==> src/rtl/oneway_reader.sv <==
// oneway_reader: captures writer bytes on sync rising edges into a FIFO, re-presents them as a valid/ready stream.
// Optional ONEWAY_READER_GAP_CHECK_EN adds gap/gap_valid reporting successive accepted-byte deltas.
module oneway_reader #(
  parameter int DEPTH = 4,
  parameter int AW = 2
) (
  input  logic          clk,
  input  logic          reset,
  input  logic [7:0]    d_in,
  input  logic          sync_in,
  output logic [7:0]    m_data,
  output logic          m_valid,
  input  logic          m_ready,
  input  logic          clr_stat,
  output logic [15:0]   rx_cnt,
  output logic [7:0]    drop_cnt,
  output logic          overflow,
`ifdef ONEWAY_READER_GAP_CHECK_EN
  output logic [7:0]    gap,
  output logic          gap_valid,
`endif
  output logic [AW:0]   level
);
  typedef enum logic {ARMED, HELD} state_t;
  state_t state, state_nx;
  logic capture, full, pop, push, drop;
  logic [7:0] mem [DEPTH];
  logic [AW-1:0] wr_ptr, rd_ptr;
  always_comb begin
    state_nx = sync_in ? HELD : ARMED;
    capture = (state == ARMED) & sync_in;
    full = level == (AW+1)'(DEPTH);
    m_valid = level != '0;
    m_data = m_valid ? mem[rd_ptr] : '0;
    pop = m_valid & m_ready;
    // a pop in the same cycle frees the slot, so a full FIFO can still accept
    push = capture & (~full | pop);
    drop = capture & full & ~pop;
  end
  always_ff @(posedge clk or negedge reset)
    if (!reset) state <= ARMED;
    else state <= state_nx;
  always_ff @(posedge clk)
    if (push) mem[wr_ptr] <= d_in;
  always_ff @(posedge clk or negedge reset)
    if (!reset) begin
      wr_ptr <= '0;
      rd_ptr <= '0;
      level <= '0;
    end else begin
      if (push) wr_ptr <= wr_ptr + 1'b1;
      if (pop) rd_ptr <= rd_ptr + 1'b1;
      level <= level + (AW+1)'(push) - (AW+1)'(pop);
    end
  always_ff @(posedge clk or negedge reset)
    if (!reset) begin
      rx_cnt <= '0;
      drop_cnt <= '0;
      overflow <= 1'b0;
    end else if (clr_stat) begin
      rx_cnt <= '0;
      drop_cnt <= '0;
      overflow <= 1'b0;
    end else begin
      if (push) rx_cnt <= rx_cnt + 1'b1;
      if (drop && drop_cnt != 8'hFF) drop_cnt <= drop_cnt + 1'b1;
      if (drop) overflow <= 1'b1;
    end
`ifdef ONEWAY_READER_GAP_CHECK_EN
  logic [7:0] ref_byte;
  logic ref_valid;
  always_ff @(posedge clk or negedge reset)
    if (!reset) begin
      ref_byte <= '0;
      ref_valid <= 1'b0;
      gap <= '0;
      gap_valid <= 1'b0;
    end else if (clr_stat) begin
      ref_valid <= push;
      gap_valid <= 1'b0;
      if (push) ref_byte <= d_in;
    end else begin
      gap_valid <= push & ref_valid;
      if (push) begin
        gap <= d_in - ref_byte;
        ref_byte <= d_in;
        ref_valid <= 1'b1;
      end
    end
`endif
endmodule

==> config.mk <==
export PLATFORM = sky130hd
export DESIGN_NAME = oneway_reader
export DESIGN_NICKNAME = d
export VERILOG_FILES = /design/src/rtl/oneway_reader.sv
export SDC_FILE = /design/constraint.sdc
export NUM_CORES = 1
export LEC_CHECK = 0
export ABC_CLOCK_PERIOD_IN_PS = 3600
export CORE_MARGIN = 2
export CORE_UTILIZATION = 53
export CTS_CLUSTER_DIAMETER = 60
export CTS_CLUSTER_SIZE = 14
export DETAILED_ROUTE_END_ITERATION = 10
export PLACE_DENSITY = 0.85
export SYNTH_ARGS = -nofsm -noshare
export SYNTH_HDL_FRONTEND = slang
export SYNTH_SLANG_ARGS = --single-unit
export TNS_END_PERCENT = 50
==> constraint.sdc <==
create_clock -name clk -period 3.6 [get_ports clk]
set_clock_uncertainty 0.2 [all_clocks]
set_input_delay 0.72 -clock clk [delete_from_list [all_inputs] [get_ports clk]]
set_output_delay 0.72 -clock clk [all_outputs]
set_load 0.005 [all_outputs]
==> run metrics, run 1 <==
Unique masters post-synth 39; first-pass GRT wire length 9690 µm; number of remaining DRC errors 0; Primary FF master, synth dfrtp_1; worst setup path category reg -> out; Setup-failing EPs final 0; CP max stage cell dfrtp_1; Post-synth top cells dfrtp_1 (33), edfxtp_1 (32), nor2_1 (15); I/O pin total 50; most frequent cell after synthesis dfrtp_1; synthesized flop and latch total 65; CTS tree done; Max-Cap Viols 0; worst slew pin tran 1.05 ns; Total GRT Usage 20.9%; Async SR Flop Fraction 50.8%; WP buf/inv 1; Die Y-Extent 78.9 µm; Worst Hold Margin 0.314 ns; Sink Count 65; register area share after synthesis 60.1%; via count 2051; Slew Viols, Final 0; Synth Instances 232; Hold Crit Start overflow$_DFFE_PN0P_; syn avg cell area 12.8 µm²; Area growth, synth to finish 27.5%; TritonCTS Buffers 9; DR WL/cell 16.6 µm; number of global-route vias before repair 2035; status finished, final reports clean; Max FO, Critical Path 10; Worst EP arrival 2.24 ns; Post-DRT Antenna Nets 0; Max-slew headroom 29.4%; Critical Path Start rd_ptr[0]$_DFFE_PN0N_; Clock transition at path regs 0.07 ns; cell at the root of the clock tree clkbuf_8; cell count along the critical path 3; final core occ 69.2%; PostCTS Resize Cnt 0; Ys Warns 0; RePlAce Congestion 0.846; Vias/cell 5.68; pwr/cell area 615 nW/µm²; Die Area 6220 µm²; postcts setup bufs 0; Peak Freq 316 MHz; Leakage 1.41 nW; hold bufs inserted after CTS 0; worst min-delay path class reg -> reg; CTS HTree Levels 3; peak supply drop 0.350 mV; # diodes 0; hpwl dp 4090 µm; fraction of the cycle the final worst path needs 87.8%; Initial Util 54.3%; Worst path max stage delay 0.70 ns; synthesized cell area 2970 µm²; IO Port Bufs 49; Fin. Hold Viols 0; critical path launch point type register; TNS Setup 0 ns; CTS Buffer Depth 2; ranking of synthesized cells by area edfxtp_1 (32%), dfrtp_1 (28%), mux4_2 (6.1%); nets 306; RSZ-0062 raised after global routing no; Die Width 78.9 µm; R2R depth 9; initial antenna violation count 0; total grt overflow 0; Iter 0 DRT Violations 154; Clock Latency Late Sink 0.34 ns; delay-heaviest family, CP flip-flops; Critical Path RT 2.68 ns; worst hold path depth 2; FP Rows 27; Post-synth EDFFs 32; Detailed Route WL 6000 µm; area leader, netlist edfxtp_1; core area 5470 µm²; largest net degree at the start of global routing 34; first-pass detailed-route iteration total 4; fin crit period 3.16 ns; share of the synthesized area in the top cell type 32.3%; post-route insts no fill 361; kind of end point of the critical path primary output; Post-Synthesis Net Count 254; share of cells above drive strength 1 10.4%; crit-path cells mux4_2, and2_1, clkdlybuf4s50_1; placed cell count 345; RR Startpoint level[1]$_DFF_PN0_
==> routing by layer <==
metal	global-route usage, %	up-vias	routed length, µm
li1	-	958	-
met4	8.97	0	126
met2	32.8	58	2900
met1	28.2	1024	2690
met5	0	-	0
met3	4.89	11	280
==> metrics by stage <==
step                total power [W]  cell area, µm²  worst slack [ns]
finish                      0.00233            3790             0.440
global placement            0.00152            3530             0.338
global route                0.00244            3790             0.276
CTS                         0.00234            3790             0.420
detailed placement          0.00156            3530             0.129
floorplan                   0.00128            2970             0.850
==> power by group <==
| part | internal, W | switching, W |
|---|---|---|
| Clock | 0.000524 | 0.000268 |
| Sequential | 0.000867 | 0.000108 |
| Combinational | 0.000355 | 0.000208 |
==> cells in the final DEF, fill, tap and decap left out, drive strengths merged, types with 2 or more instances in the layout <==
master and instances:
nand4b 2, nor2 15, nand4 5, buf 3, or3 8, xor2 4, nor4 3, clkdlybuf4s50 49
dfrtp 33, mux4 8, ha 8, nand3 9, nor3 2, inv 9, or4 4, o31ai 5
xnor2 9, and2 10, and3 6, nand2 10, edfxtp 32, a21oi 14, bufinv 4, clkinv 3
o21ai 10, nor2b 3, or4b 2, clkbuf 9
==> worst paths after layout <==
path | end | slack [ns]
worst max-delay path | m_data[2] | 0.44
worst min-delay path | overflow$_DFFE_PN0P_ | 0.31
worst max register to register | level[2]$_DFF_PN0_ | 0.71
worst min register to register | overflow$_DFFE_PN0P_ | 0.31
max in group asynchronous | drop_cnt[4]$_DFFE_PN0P_ | 2.31
min in group asynchronous | rx_cnt[8]$_DFFE_PN0P_ | 0.58
==> worst min-delay path, delay by kind of cell, from the launching register on <==
family           cells  cell delay, ns
DFF                  1            0.36
and+or+nand+nor      2            0.12
==> cells by family after synthesis <==
group                      after synthesis  share of synthesized area, %
AOI/OAI and AO/OA                       30                          5.56
xor gates and xnor gates                13                          3.83
adders and majority gates                9                          4.04
buffers and inverters                   20                          2.61
DFF                                     65                          60.1
muxes                                    9                          6.44
and+or+nand+nor                         86                          17.4
==> layout make-up <==
class                   count  area (µm²)
well taps                  72        90.1
clock buffers               9         124
clock inverters             7         133
fillers                   393        1690
flip-flops and latches     65        1790
repair buffers             52         513
inverters                   9        33.8
multi-input cells         147        1110
==> registers in the layout (all words and copies together), names as in the netlist <==
register  cells
wr_ptr        2
level         3
rx_cnt       16
rd_ptr        2
state         1
overflow      1
mem          32
drop_cnt      8
Power figures use the tool's default switching activity.
==> inputs of run 2 (changes only) <==
- RECOVER_POWER: default -> 50
==> run metrics, run 2 (synthesis gave the netlist of run 1 again) <==
first-pass GRT wire length 9690 µm; RSZ-0062 raised after global routing no; fraction of the cycle the final worst path needs 89.9%; Worst Hold Margin 0.308 ns; Setup-failing EPs final 0; Vias/cell 5.76; Biggest register mem; Die Area 6220 µm²; failing checks capacitance limit, slew limit; Die Y-Extent 78.9 µm; number of remaining DRC errors 0; hpwl dp 4090 µm; Clock Latency Late Sink 0.33 ns; CTS HTree Levels 3; Detailed Route WL 6000 µm; via count 2081; RePlAce Congestion 0.846; IO Port Bufs 49; most common cell after layout, fill and taps aside dfrtp_1; area of the multi-input gates 1110 µm²; Max-Cap Viols 1; Sink Count 65; # diodes 0; TNS Setup 0 ns; pwr/cell area 615 nW/µm²; worst setup path category in -> reg; largest net degree at the start of global routing 34; worst min-delay path class reg -> reg; first-pass detailed-route iteration total 4; FP Rows 27; final instance area 3780 µm²; Initial Util 54.3%; number of global-route vias before repair 2035; Largest regs mem x32, rx_cnt x16, drop_cnt x8; R2R depth 9; I/O pin total 50; Fin. Hold Viols 0; Placement Cell Area 3530 µm²; Clock transition at path regs 0.07 ns; Hold Crit Start overflow$_DFFE_PN0P_; Max-slew headroom -17.8%; post-route insts no fill 361; DR WL/cell 16.6 µm; peak supply drop 0.348 mV; placed cell count 345; fin crit period 3.24 ns; kind of end point of the critical path register; Total GRT Usage 20.9%; worst slew pin tran 1.77 ns; total grt overflow 0; reg-to-reg slack, setup 0.67 ns; cell at the root of the clock tree clkbuf_8; postcts setup bufs 0; Worst EP arrival 3.29 ns; # fillers 391; most frequent cells in the layout dfrtp_1 (33), edfxtp_1 (32), clkdlybuf4s50_1 (28), dlygate4sd3_1 (21), nor2_1 (15); hold bufs inserted after CTS 0; initial antenna violation count 0; CTS Buffer Depth 2; register area 1790 µm²; status finished, violations left; Iter 0 DRT Violations 162; core area 5470 µm²; Die Width 78.9 µm; Peak Freq 309 MHz; R2R Path End level[2]$_DFF_PN0_; CTS tree done; Slew Viols, Final 34; RR Startpoint level[1]$_DFF_PN0_; Hold EP overflow$_DFFE_PN0P_; TritonCTS Buffers 9; PostCTS Resize Cnt 0; worst hold path depth 2; Post-DRT Antenna Nets 0; Leakage 1.44 nW; Area growth, synth to finish 27.2%; Max FO, Critical Path 8; critical path launch point type primary input; share of cells above drive strength 1 9.69%; Critical Path RT 3.65 ns; max reg flops 32; nets 306
[run 2: how the worst max path moves through the flow]
stage | from | end | slack [ns] | depth (start not counted)
floorplan | m_ready | level[2]$_DFF_PN0_ | 0.85 | 10
global placement | m_ready | level[2]$_DFF_PN0_ | 0.34 | 11
detailed placement | m_ready | level[2]$_DFF_PN0_ | 0.13 | 11
CTS | rd_ptr[0]$_DFFE_PN0N_ | m_data[5] | 0.42 | 3
global route | m_ready | level[2]$_DFF_PN0_ | 0.17 | 11
finish | m_ready | level[2]$_DFF_PN0_ | 0.36 | 11
[run 2: metrics by stage]
stage          utilization, %  setup WS (ns)  power, W
5_1_grt                  69.1          0.174   0.00244
3_3_place_gp             64.5          0.338   0.00152
6_report                 69.1          0.362   0.00232
4_1_cts                  69.2          0.420   0.00234
2_1_floorplan               -          0.850   0.00128
3_5_place_dp             64.5          0.129   0.00156
[run 2: cell type report]
cell class | instances | share of cell area [%]
clock buffers | 9 | 3.28
clock inverters | 7 | 3.51
inverters | 9 | 0.894
multi-input cells | 147 | 29.3
flip-flops and latches | 65 | 47.3
well taps | 72 | 2.38
repair buffers | 52 | 13.4
[run 2: metal layers]
metal	part of all wire (%)	global-route usage, %	wire length [µm]
met1	44	28.2	2640
met2	49	32.8	2940
met3	5.0	4.89	302
met4	1.9	8.97	116
met5	0	0	0
[run 2: critical path: stages]
cell	delay, ns
dlygate4sd3_1	0.60
nor4b_4	0.48
nor2_1	0.13
inv_1	0.08
ha_1	0.23
inv_1	0.06
ha_1	0.14
inv_1	0.05
fa_1	0.39
xnor2_1	0.25
xnor2_1	0.15
[run 2: power breakdown]
part | switching (W) | leakage, nW | internal (W)
logic | 0.000209 | 0.582 | 0.000350
clock network | 0.000267 | 0.128 | 0.000524
registers | 0.000107 | 0.733 | 0.000867
total | 0.000582 | 1.44 | 0.00174
